`config.mk`:
```
export PLATFORM = sky130hd
export DESIGN_NAME = perf_event_counter_bank_flat
export DESIGN_NICKNAME = d
export VERILOG_FILES = /design/src/rtl/perf_pkg.sv /design/src/rtl/perf_event_counter_bank_if.sv /design/src/rtl/perf_counter_ch.sv /design/src/rtl/perf_event_counter_bank.sv /design/src/flat_wrapper.sv
export SDC_FILE = /design/constraint.sdc
export NUM_CORES = 2
export LEC_CHECK = 0
export CAP_MARGIN = 20
export CORE_ASPECT_RATIO = 1.75
export CORE_MARGIN = 3
export CORE_UTILIZATION = 35
export DETAILED_ROUTE_END_ITERATION = 10
export GPL_TIMING_DRIVEN = 0
export HOLD_SLACK_MARGIN = 0.06
export PLACE_DENSITY = 0.53
export SLEW_MARGIN = 20
export SYNTH_ARGS = -nofsm -noshare
export SYNTH_HDL_FRONTEND = slang
export SYNTH_SLANG_ARGS = --single-unit
```
`constraint.sdc`:
```
create_clock -name clk -period 23.9 [get_ports clk]
set_input_delay 3.585 -clock clk [delete_from_list [all_inputs] [get_ports clk]]
set_output_delay 3.585 -clock clk [all_outputs]
set_load 0.02 [all_outputs]
```
`src/rtl/perf_pkg.sv`:
```
// Shared definitions for the performance event counter bank.
//   - perf_state_e : run-control FSM encoding (IDLE / RUN / DONE)
//   - MODE_*       : per-channel counting mode codes
//   - mode_inc()   : qualifies one channel's event for a single cycle
//                    according to its mode
package perf_pkg;

    typedef enum logic [1:0] {
        IDLE = 2'd0,
        RUN  = 2'd1,
        DONE = 2'd2
    } perf_state_e;

    localparam logic [1:0] MODE_OFF   = 2'b00;  // channel disabled
    localparam logic [1:0] MODE_LEVEL = 2'b01;  // count high cycles, frozen by stall
    localparam logic [1:0] MODE_EDGE  = 2'b10;  // count rising edges, frozen by stall
    localparam logic [1:0] MODE_RAW   = 2'b11;  // count high cycles, stall ignored

    // Per-mode event qualification. Run/enable gating is applied by the caller.
    function automatic logic mode_inc(
        input logic [1:0] mode,
        input logic       ev,
        input logic       prev,
        input logic       stall
    );
        logic hit;
        case (mode)
            MODE_OFF:   hit = 1'b0;
            MODE_LEVEL: hit = ev & ~stall;
            MODE_EDGE:  hit = ev & ~prev & ~stall;
            MODE_RAW:   hit = ev;
            default:    hit = 1'b0;
        endcase
        return hit;
    endfunction

endpackage

```
`src/rtl/perf_event_counter_bank_if.sv`:
```
// Control, event and readout signals of the performance event counter bank.
//   master : the side that drives control/events and consumes readout
//   slave  : the counter bank itself
// Signals:
//   en, stall, perf_start, perf_end - global control
//   event_in[NUM_CH], ch_mode[2*NUM_CH] - per-channel events and modes
//   rd_sel, rd_live                 - readout select
//   rd_data, busy, done, ovf        - registered readout and status
interface perf_event_counter_bank_if #(
    parameter int NUM_CH = 4,
    parameter int CNT_W  = 64,
    parameter int SEL_W  = 2
);
    logic                  en;
    logic                  stall;
    logic                  perf_start;
    logic                  perf_end;
    logic [NUM_CH-1:0]     event_in;
    logic [2*NUM_CH-1:0]   ch_mode;
    logic [SEL_W-1:0]      rd_sel;
    logic                  rd_live;
    logic [CNT_W-1:0]      rd_data;
    logic                  busy;
    logic                  done;
    logic [NUM_CH-1:0]     ovf;

    modport master (
        output en, stall, perf_start, perf_end, event_in, ch_mode, rd_sel, rd_live,
        input  rd_data, busy, done, ovf
    );

    modport slave (
        input  en, stall, perf_start, perf_end, event_in, ch_mode, rd_sel, rd_live,
        output rd_data, busy, done, ovf
    );
endinterface

```
`src/rtl/perf_counter_ch.sv`:
```
// One event counter channel: live counter, end-of-run snapshot, edge-detect
// history and sticky overflow flag.
// Ports:
//   clk, rst   - clock, asynchronous active-high reset
//   clr        - clear live, snapshot and overflow (start of run)
//   cap        - copy live into snapshot (end of run)
//   run        - counting window is open this cycle (RUN, enabled, no start/end)
//   mode       - counting mode (MODE_*)
//   stall      - pipeline freeze, gates level and edge modes
//   event_in   - this channel's event line
//   live, snap - current counter and last snapshot
//   ovf        - sticky overflow flag
module perf_counter_ch
    import perf_pkg::*;
#(
    parameter int CNT_W    = 64,
    parameter int SATURATE = 0
) (
    input  logic             clk,
    input  logic             rst,
    input  logic             clr,
    input  logic             cap,
    input  logic             run,
    input  logic [1:0]       mode,
    input  logic             stall,
    input  logic             event_in,
    output logic [CNT_W-1:0] live,
    output logic [CNT_W-1:0] snap,
    output logic             ovf
);

    logic [CNT_W-1:0] live_r;
    logic [CNT_W-1:0] snap_r;
    logic             prev_r;
    logic             ovf_r;
    logic             inc_s;
    logic             all_ones_s;

    // Increment qualifier: mode rules apply only while the run window is open.
    always_comb begin
        inc_s = 1'b0;
        if (run) begin
            inc_s = mode_inc(mode, event_in, prev_r, stall);
        end else begin
            inc_s = 1'b0;
        end
    end

    assign all_ones_s = &live_r;

    // Counter, snapshot, edge history and overflow state.
    always_ff @(posedge clk or posedge rst) begin
        if (rst) begin
            live_r <= {CNT_W{1'b0}};
            snap_r <= {CNT_W{1'b0}};
            prev_r <= 1'b0;
            ovf_r  <= 1'b0;
        end else begin
            // prev follows the event line in every state so that an edge
            // straddling a state change is judged against real history.
            prev_r <= event_in;
            if (clr) begin
                live_r <= {CNT_W{1'b0}};
                snap_r <= {CNT_W{1'b0}};
                ovf_r  <= 1'b0;
            end else begin
                if (cap) begin
                    snap_r <= live_r;
                end
                if (inc_s) begin
                    if (all_ones_s) begin
                        ovf_r <= 1'b1;
                        if (SATURATE != 0) begin
                            live_r <= live_r;
                        end else begin
                            live_r <= {CNT_W{1'b0}};
                        end
                    end else begin
                        live_r <= live_r + {{(CNT_W-1){1'b0}}, 1'b1};
                    end
                end
            end
        end
    end

    assign live = live_r;
    assign snap = snap_r;
    assign ovf  = ovf_r;

endmodule

```
`src/rtl/perf_event_counter_bank.sv`:
```
// Multi-channel performance event counter bank. A shared IDLE/RUN/DONE
// controller opens a counting window on perf_start and captures per-channel
// snapshots on perf_end. One registered read port returns either a live
// counter or a snapshot for the selected channel.
// Ports:
//   clk  - clock (posedge)
//   rst  - asynchronous reset, active-high
//   bus  - slave side of perf_event_counter_bank_if (control, events,
//          modes, readout select, rd_data, busy, done, ovf)
module perf_event_counter_bank
    import perf_pkg::*;
#(
    parameter int NUM_CH   = 4,
    parameter int CNT_W    = 64,
    parameter int SEL_W    = 2,
    parameter int SATURATE = 0
) (
    input  logic                        clk,
    input  logic                        rst,
    perf_event_counter_bank_if.slave    bus
);

    perf_state_e      state_r;
    logic             clr_s;
    logic             cap_s;
    logic             run_s;
    logic [CNT_W-1:0] live_s [NUM_CH];
    logic [CNT_W-1:0] snap_s [NUM_CH];
    logic [CNT_W-1:0] rd_next_s;
    logic [CNT_W-1:0] rd_data_r;

    // Run-control FSM; perf_start has priority over perf_end from any state.
    always_ff @(posedge clk or posedge rst) begin
        if (rst) begin
            state_r <= IDLE;
        end else begin
            if (bus.perf_start) begin
                state_r <= RUN;
            end else if (bus.perf_end && (state_r == RUN)) begin
                state_r <= DONE;
            end else begin
                state_r <= state_r;
            end
        end
    end

    // Channel control strobes. The start and end cycles never count.
    always_comb begin
        clr_s = bus.perf_start;
        cap_s = (state_r == RUN) && bus.perf_end && !bus.perf_start;
        run_s = (state_r == RUN) && bus.en && !bus.perf_start && !bus.perf_end;
    end

    for (genvar i = 0; i < NUM_CH; i++) begin : g_ch
        perf_counter_ch #(
            .CNT_W    (CNT_W),
            .SATURATE (SATURATE)
        ) u_ch (
            .clk      (clk),
            .rst      (rst),
            .clr      (clr_s),
            .cap      (cap_s),
            .run      (run_s),
            .mode     (bus.ch_mode[2*i +: 2]),
            .stall    (bus.stall),
            .event_in (bus.event_in[i]),
            .live     (live_s[i]),
            .snap     (snap_s[i]),
            .ovf      (bus.ovf[i])
        );
    end

    // Read mux; an out-of-range select matches no channel and yields zero.
    always_comb begin
        rd_next_s = {CNT_W{1'b0}};
        for (int i = 0; i < NUM_CH; i++) begin
            rd_next_s = (bus.rd_sel == SEL_W'(i))
                      ? (bus.rd_live ? live_s[i] : snap_s[i])
                      : rd_next_s;
        end
    end

    // Registered readout, one cycle after the select is presented.
    always_ff @(posedge clk or posedge rst) begin
        if (rst) begin
            rd_data_r <= {CNT_W{1'b0}};
        end else begin
            rd_data_r <= rd_next_s;
        end
    end

    assign bus.rd_data = rd_data_r;
    assign bus.busy    = (state_r == RUN);
    assign bus.done    = (state_r == DONE);

endmodule

```
`src/flat_wrapper.sv`:
```
// flat-port wrapper written by rule: the top's interface ports become plain ports
module perf_event_counter_bank_flat import perf_pkg::*;
#(
    parameter int NUM_CH   = 4,
    parameter int CNT_W    = 64,
    parameter int SEL_W    = 2,
    parameter int SATURATE = 0
)
  (clk, rst, bus_en, bus_stall, bus_perf_start, bus_perf_end, bus_event_in, bus_ch_mode, bus_rd_sel, bus_rd_live, bus_rd_data, bus_busy, bus_done, bus_ovf);
  perf_event_counter_bank_if #(.NUM_CH(NUM_CH), .CNT_W(CNT_W), .SEL_W(SEL_W)) bus_i ();
  input  logic clk;
  input  logic rst;
  input wire logic [$bits(bus_i.en)-1:0] bus_en;
  input wire logic [$bits(bus_i.stall)-1:0] bus_stall;
  input wire logic [$bits(bus_i.perf_start)-1:0] bus_perf_start;
  input wire logic [$bits(bus_i.perf_end)-1:0] bus_perf_end;
  input wire logic [$bits(bus_i.event_in)-1:0] bus_event_in;
  input wire logic [$bits(bus_i.ch_mode)-1:0] bus_ch_mode;
  input wire logic [$bits(bus_i.rd_sel)-1:0] bus_rd_sel;
  input wire logic [$bits(bus_i.rd_live)-1:0] bus_rd_live;
  output wire logic [$bits(bus_i.rd_data)-1:0] bus_rd_data;
  output wire logic [$bits(bus_i.busy)-1:0] bus_busy;
  output wire logic [$bits(bus_i.done)-1:0] bus_done;
  output wire logic [$bits(bus_i.ovf)-1:0] bus_ovf;
  assign bus_i.en = bus_en;
  assign bus_i.stall = bus_stall;
  assign bus_i.perf_start = bus_perf_start;
  assign bus_i.perf_end = bus_perf_end;
  assign bus_i.event_in = bus_event_in;
  assign bus_i.ch_mode = bus_ch_mode;
  assign bus_i.rd_sel = bus_rd_sel;
  assign bus_i.rd_live = bus_rd_live;
  assign bus_rd_data = bus_i.rd_data;
  assign bus_busy = bus_i.busy;
  assign bus_done = bus_i.done;
  assign bus_ovf = bus_i.ovf;
  perf_event_counter_bank #(.NUM_CH(NUM_CH), .CNT_W(CNT_W), .SEL_W(SEL_W), .SATURATE(SATURATE)) u_core (.clk(clk), .rst(rst), .bus(bus_i));
endmodule
```
# == Word level (Yosys, flattened, before mapping) ==
# Cells that the tools add are included.
# word_totals
ff_bits,586
latch_bits,0
ram_bits,0
rom_bits,0
out_inout_bits,70
mem_count,0
# classes
n_addsub,4
multipliers,0
div_mod_pow,0
order_cmp,0
eq_ne,17
shifts,0
muxes,50
bitwise_logic,17
reduce_logical,30
# ops
cell,n
64-bit two-way mux,28
"64-bit by 1-bit adder with 64-bit output, second input constant",4
64-bit AND reduction,4
"2-bit == test, second input constant",11
2-bit nonzero test,10
1-bit two-way mux,16
1-bit case mux with 4 select lines,4
1-bit bitwise AND,12
"2-bit by 1-bit == test with 1-bit output, second input constant",6
2-bit zero test,5
2-bit AND reduction,4
1-bit logical AND,5
1-bit inverter,5
2-bit two-way mux,2
1-bit zero test,2

# == Depth between registers and ports, before layout ==
# logic_depth
ltp_word,7
depth_mapped,11
mapped_depth_nobuf,8

# == Hierarchy ==
# Synthesis repeated with hierarchy kept, for this count alone.
# unflattened
hier_cells,3057
hier_area_um2,31490.2
# modules_own_cells
module,n_inst,cells_each,area_per_inst_um2,seq_area_each_um2
perf_counter_ch at u_core.g_ch[0].u_ch ...,3,671,6498.7,3253.1
perf_counter_ch at u_core.g_ch[1].u_ch,1,654,6382.4,3253.1
perf_event_counter_bank,1,390,5611.6,1651.6

# == Worst setup path before layout ==
# OpenSTA, ideal clock, no wires.
# synth_timing
path_type,input-to-reg
start,input port bus_perf_start
end,register u_core.g_ch[3].u_ch.live_r[52]
setup_time_ns,0.095
arrival_ns,5.546
required_ns,23.805
setup_slack_ns,18.259
stages,8
cell_sequence,buf_6 > nand4bb_4 > or4b_4 > or2_0 > buf_2 > a41o_1 > or3_1 > o31ai_1
# synth_via
elab_chain_cells,5
word_cells_on_any_way,6
# synth_lines
item,line_no,text
from (decl),flat_wrapper.sv:15,input wire logic [$bits(bus_i.perf_start)-1:0] bus_perf_start;
1-bit zero test,perf_event_counter_bank.sv:51,run_s = (state_r == RUN) && bus.en && !bus.perf_start && !bus.perf_end;
1-bit logical AND (2 in a row),perf_event_counter_bank.sv:51,
1-bit two-way mux,perf_counter_ch.sv:42,if (run) begin
2-bit nonzero test (no source line),n/a,
to (signal assigned),perf_counter_ch.sv:54,live_r <= {CNT_W{1'b0}};
to (signal assigned),perf_counter_ch.sv:63,live_r <= {CNT_W{1'b0}};
to (signal assigned),perf_counter_ch.sv:74,live_r <= live_r;
to (decl),perf_counter_ch.sv:32,logic [CNT_W-1:0] live_r;
# Several ways; a longest one is shown, not always the timed one.
# A chain may end at the register's enable or synchronous reset.

# == Final worst setup path ==
# layout_timing
start,input port bus_ch_mode[2]
end,register u_core.g_ch[1].u_ch.live_r[62]
# layout_via
elab_chain_cells,4
word_cells_on_any_way,7
# layout_lines
item,line_no,text
from (decl),flat_wrapper.sv:18,input wire logic [$bits(bus_i.ch_mode)-1:0] bus_ch_mode;
"2-bit == test, or another cell as far along",perf_pkg.sv:27,case (mode)
1-bit case mux with 4 select lines (*),perf_pkg.sv:27,
1-bit two-way mux (*),perf_counter_ch.sv:42,
2-bit nonzero test (no source line) (*),n/a,
to (signal assigned),perf_counter_ch.sv:54,
to (signal assigned),perf_counter_ch.sv:63,
to (signal assigned),perf_counter_ch.sv:74,
to (decl),perf_counter_ch.sv:32,
# Every way passes the cells marked *; elsewhere a longest branch is shown, timed or not.

==> flow_metrics.py <==
metrics = {
    "global_route": {
        "grt_max_degree": 103,
        "grt_pass1_wl_mm": 173,
        "antenna_found_initial": 6,
        "grt_overflow": 0,
        "grt_usage_pct": 27.2,
        "grt_pass1_vias": 24700,
    },
    "timing": {
        "rsz0062_at_grt": "false",
        "final.setup_skew_ns": 0.0272,
        "min_period_ns": 6.99,
        "max_freq_mhz": 143,
        "slew_violations": 0,
        "min_period_over_period_pct": 29.2,
        "tightest_slew_ns": 1.20,
        "finalHoldViolCount": 0,
        "slew_headroom_pct": 19.4,
        "setup_violations": 0,
    },
    "hold_path": {
        "worstHoldStart": "u_core.g_ch[3].u_ch.snap[25]",
        "min_path_cells": 2,
        "min_path_type": "flop to flop",
        "holdPathEnd": "u_core.g_ch[3].u_ch.snap[25]",
    },
    "pwr": {
        "seq_power_share_pct": 46.2,
        "swShare_pct": 24.7,
        "p_sw_mw": 0.533,
        "power.density_nw_per_um2": 63.5,
        "clkPwrFrac_pct": 47.2,
        "cellLeakagePower_nw": 13.8,
        "intPower_mw": 1.62,
        "total_power_mw": 2.16,
        "combinationalPowerShare_pct": 6.6,
        "ir_drop_mv": 0.0559,
    },
    "yosys": {
        "syn_area_per_cell_um2": 11.1,
        "synth_seq_cells": 586,
        "synth.yosys.seq_area_share_pct": 49.8,
        "yosysWarningCount": 0,
        "netlist-cell-type-count": 66,
        "yosys-top-cells-area": "dfrtp_1 (50%), mux4_2 (9.8%), a22o_1 (6.7%), xnor2_1 (2.9%), mux2_2 (2.5%)",
        "netlist_area_um2": 29400,
        "synth_cells": 2657,
        "ys_async_sr_fraction_pct": 100,
        "synth.top_cell.area_share_pct": 49.8,
        "synth.largest_area_cell": "dfrtp_1",
        "syn_nets": 2694,
        "synth-main-ff-cell": "dfrtp_1",
        "synth_edf_count": 0,
    },
    "clocking": {
        "path_clk_slew_ns": 0.06,
        "clockRootBuffer": "clkbuf_16",
        "ctsLongestPathBuffers": 3,
        "cts_resized": 0,
        "clock_latency_ns": 0.65,
        "hold_buffers": 0,
        "cts_sinks": 586,
        "numCtsBuffers": 57,
        "cts_tree": "built",
        "cts_setup_buffers": 0,
        "htree_levels": 2,
    },
    "finish": {
        "layout_common_cells": "dfrtp_1 (586), a22o_1 (224), nor2_1 (196)",
        "finalNetCount": 2849,
        "instances_no_fill": 3924,
        "area_growth_pct": 15.3,
        "drive_gt1_share_pct": 13.1,
        "final_common_cell": "dfrtp_1",
    },
    "worst_setup_path": {
        "worstPathCellList": "clkdlybuf4s50_1, inv_1, ha_1, a31oi_1, o21a_1, buf_1, clkbuf_1, a21oi_1, o21bai_1",
        "max_stage_delay_ns": 0.84,
        "path_buf_inv": 4,
        "critPathCaptureType": "flop",
        "cp.required_ns": 24.46,
        "critical_path.top_delay_family": "buffers and inverters",
        "r2r-end": "u_core.g_ch[3].u_ch.live[28]",
        "path_max_fanout": 10,
        "worst_r2r_path_depth": 8,
        "crit_slowest_cell": "a31oi_1",
        "cp-start-kind": "input pin",
        "critPathArrivalTime_ns": 7.55,
        "worstSetupPathType": "input pin to flop",
        "regToRegStartpoint": "u_core.g_ch[3].u_ch.live[22]",
        "crit_cells": 9,
        "ff2ff_setup_slack_ns": 19.65,
    },
    "routing": {
        "antenna_left": 0,
        "vias": 24100,
        "first_iter_violations": 2250,
        "drc": 0,
        "viasPerCell": 6.15,
        "avgRoutedWirePerCell_um": 30.5,
        "wirelength_mm": 120,
        "drt_pass1_iterations": 6,
    },
    "floorplan": {
        "die_y_um": 390,
        "start_util_pct": 35.3,
        "fp-row-count": 140,
        "io_pins": 91,
        "coreArea_um2": 83400,
        "die_width_um": 225,
        "design.die.area_um2": 87800,
    },
    "placed_design": {
        "hpwl_mm": 91.4,
        "port_buffers": 86,
        "place.gp.congestion": 0.996,
        "place_inst": 3816,
    },
    "job": {
        "cap_violations": 0,
    },
    "status": {
        "status": "complete, no violations",
    },
}
-- stage by stage --
step | hold WS [ns] | setup TNS [ns] | setup WS, ns | util [%] | instance area [um2]
finish | 0.479 | 0 | 16.91 | 40.7 | 33900
global route | 0.507 | 0 | 16.88 | 40.7 | 33900
CTS | 0.479 | 0 | 17.05 | 40.6 | 33900
detailed placement | 0.465 | 0 | 16.38 | 38.2 | 31800
global placement | 0.458 | -1975.40 | -3.48 | 37.9 | 31600
floorplan | 0.445 | 0 | 3.92 | - | 29400
-- kinds of logic after synthesis --
family | after synthesis | synth area share [%]
buffers and inverters | 263 | 3.64
adders and majority gates | 16 | 0.680
and+or+nand+nor | 935 | 16.5
xor gates and xnor gates | 131 | 3.90
AOI/OAI and AO/OA | 521 | 12.8
DFF | 586 | 49.8
muxes | 205 | 12.7
-- layer usage --
layer  track usage [%]  up-vias  share of wire, %
li1                  -    10300                 -
met1              30.5    12400                36
met2              47.9     1091                51
met3              2.83      362               5.0
met4              19.3        0               8.3
met5                 0        -                 0
-- worst max-delay path by stage --
stage,endpoint,start,slack [ns]
2_1_floorplan,u_core.bus.rd_data[0],rst,3.92
3_3_place_gp,u_core.g_ch[2].u_ch.live[45],rst,-3.48
3_5_place_dp,u_core.g_ch[1].u_ch.live[62],bus_ch_mode[2],16.38
4_1_cts,u_core.g_ch[1].u_ch.live[62],bus_ch_mode[2],17.05
5_1_grt,u_core.g_ch[1].u_ch.live[59],bus_ch_mode[2],16.88
6_report,u_core.g_ch[1].u_ch.live[62],bus_ch_mode[2],16.91
-- power by group through the flow --
| stage | sequential (mW) | clock, mW | combinational [mW] |
|---|---|---|---|
| finish | 0.997 | 1.02 | 0.141 |
| global route | 0.996 | 1.08 | 0.149 |
| CTS | 0.996 | 1.04 | 0.143 |
| detailed placement | 1.02 | 0 | 0.143 |
| global placement | 1.02 | 0 | 0.137 |
| floorplan | 1.02 | 0 | 0.0739 |
-- cells in the mapped netlist, types with 7 or more instances --
master,instances
nand4_1,93
nand3_1,138
mux2_2,66
nor4_1,66
o21ai_0,83
dfrtp_1,586
a21o_1,9
or4_1,14
mux2i_1,11
o31ai_1,7
nor2_1,196
buf_1,27
buf_2,37
nand2_1,180
mux4_2,128
a21oi_1,73
a22o_1,224
nor3_1,77
and3_1,39
clkbuf_1,136
o21a_1,7
and2_1,13
inv_1,56
and4_1,29
or3_1,34
nand2b_1,15
a41oi_1,10
xnor2_1,98
xor2_1,33
o32ai_1,7
a31oi_1,63
ha_1,16
or2_2,8
-- flip-flops by register name (all words and copies together) (netlist names) --
| signal | count |
|---|---|
| u_core.g_ch.u_ch.live | 256 |
| u_core.g_ch.u_ch.snap | 256 |
| u_core.bus.rd_data | 64 |
| u_core.g_ch.u_ch.ovf | 4 |
| u_core.g_ch.u_ch.prev_r | 4 |
| u_core.state_r | 2 |
-- final cells by class --
class / instances / area [um2]
diodes: 5 / 12.5
inverters: 56 / 218
clock buffers: 76 / 1610
multi-input cells: 1808 / 13700
flip-flops and latches: 586 / 14700
plain buffers: 207 / 866
fillers: 7968 / 49400
well taps: 1065 / 1330
clock inverters: 25 / 439
repair buffers: 96 / 1070
-- worst register-to-register path: cells and delay by family, from the launching register on --
family                 cells  cell delay (ns)
AOI/OAI and AO/OA          1             0.61
DFF                        1             0.50
buffers and inverters      2             0.58
and+or+nand+nor            5             2.44
Power figures use the tool's default switching activity.
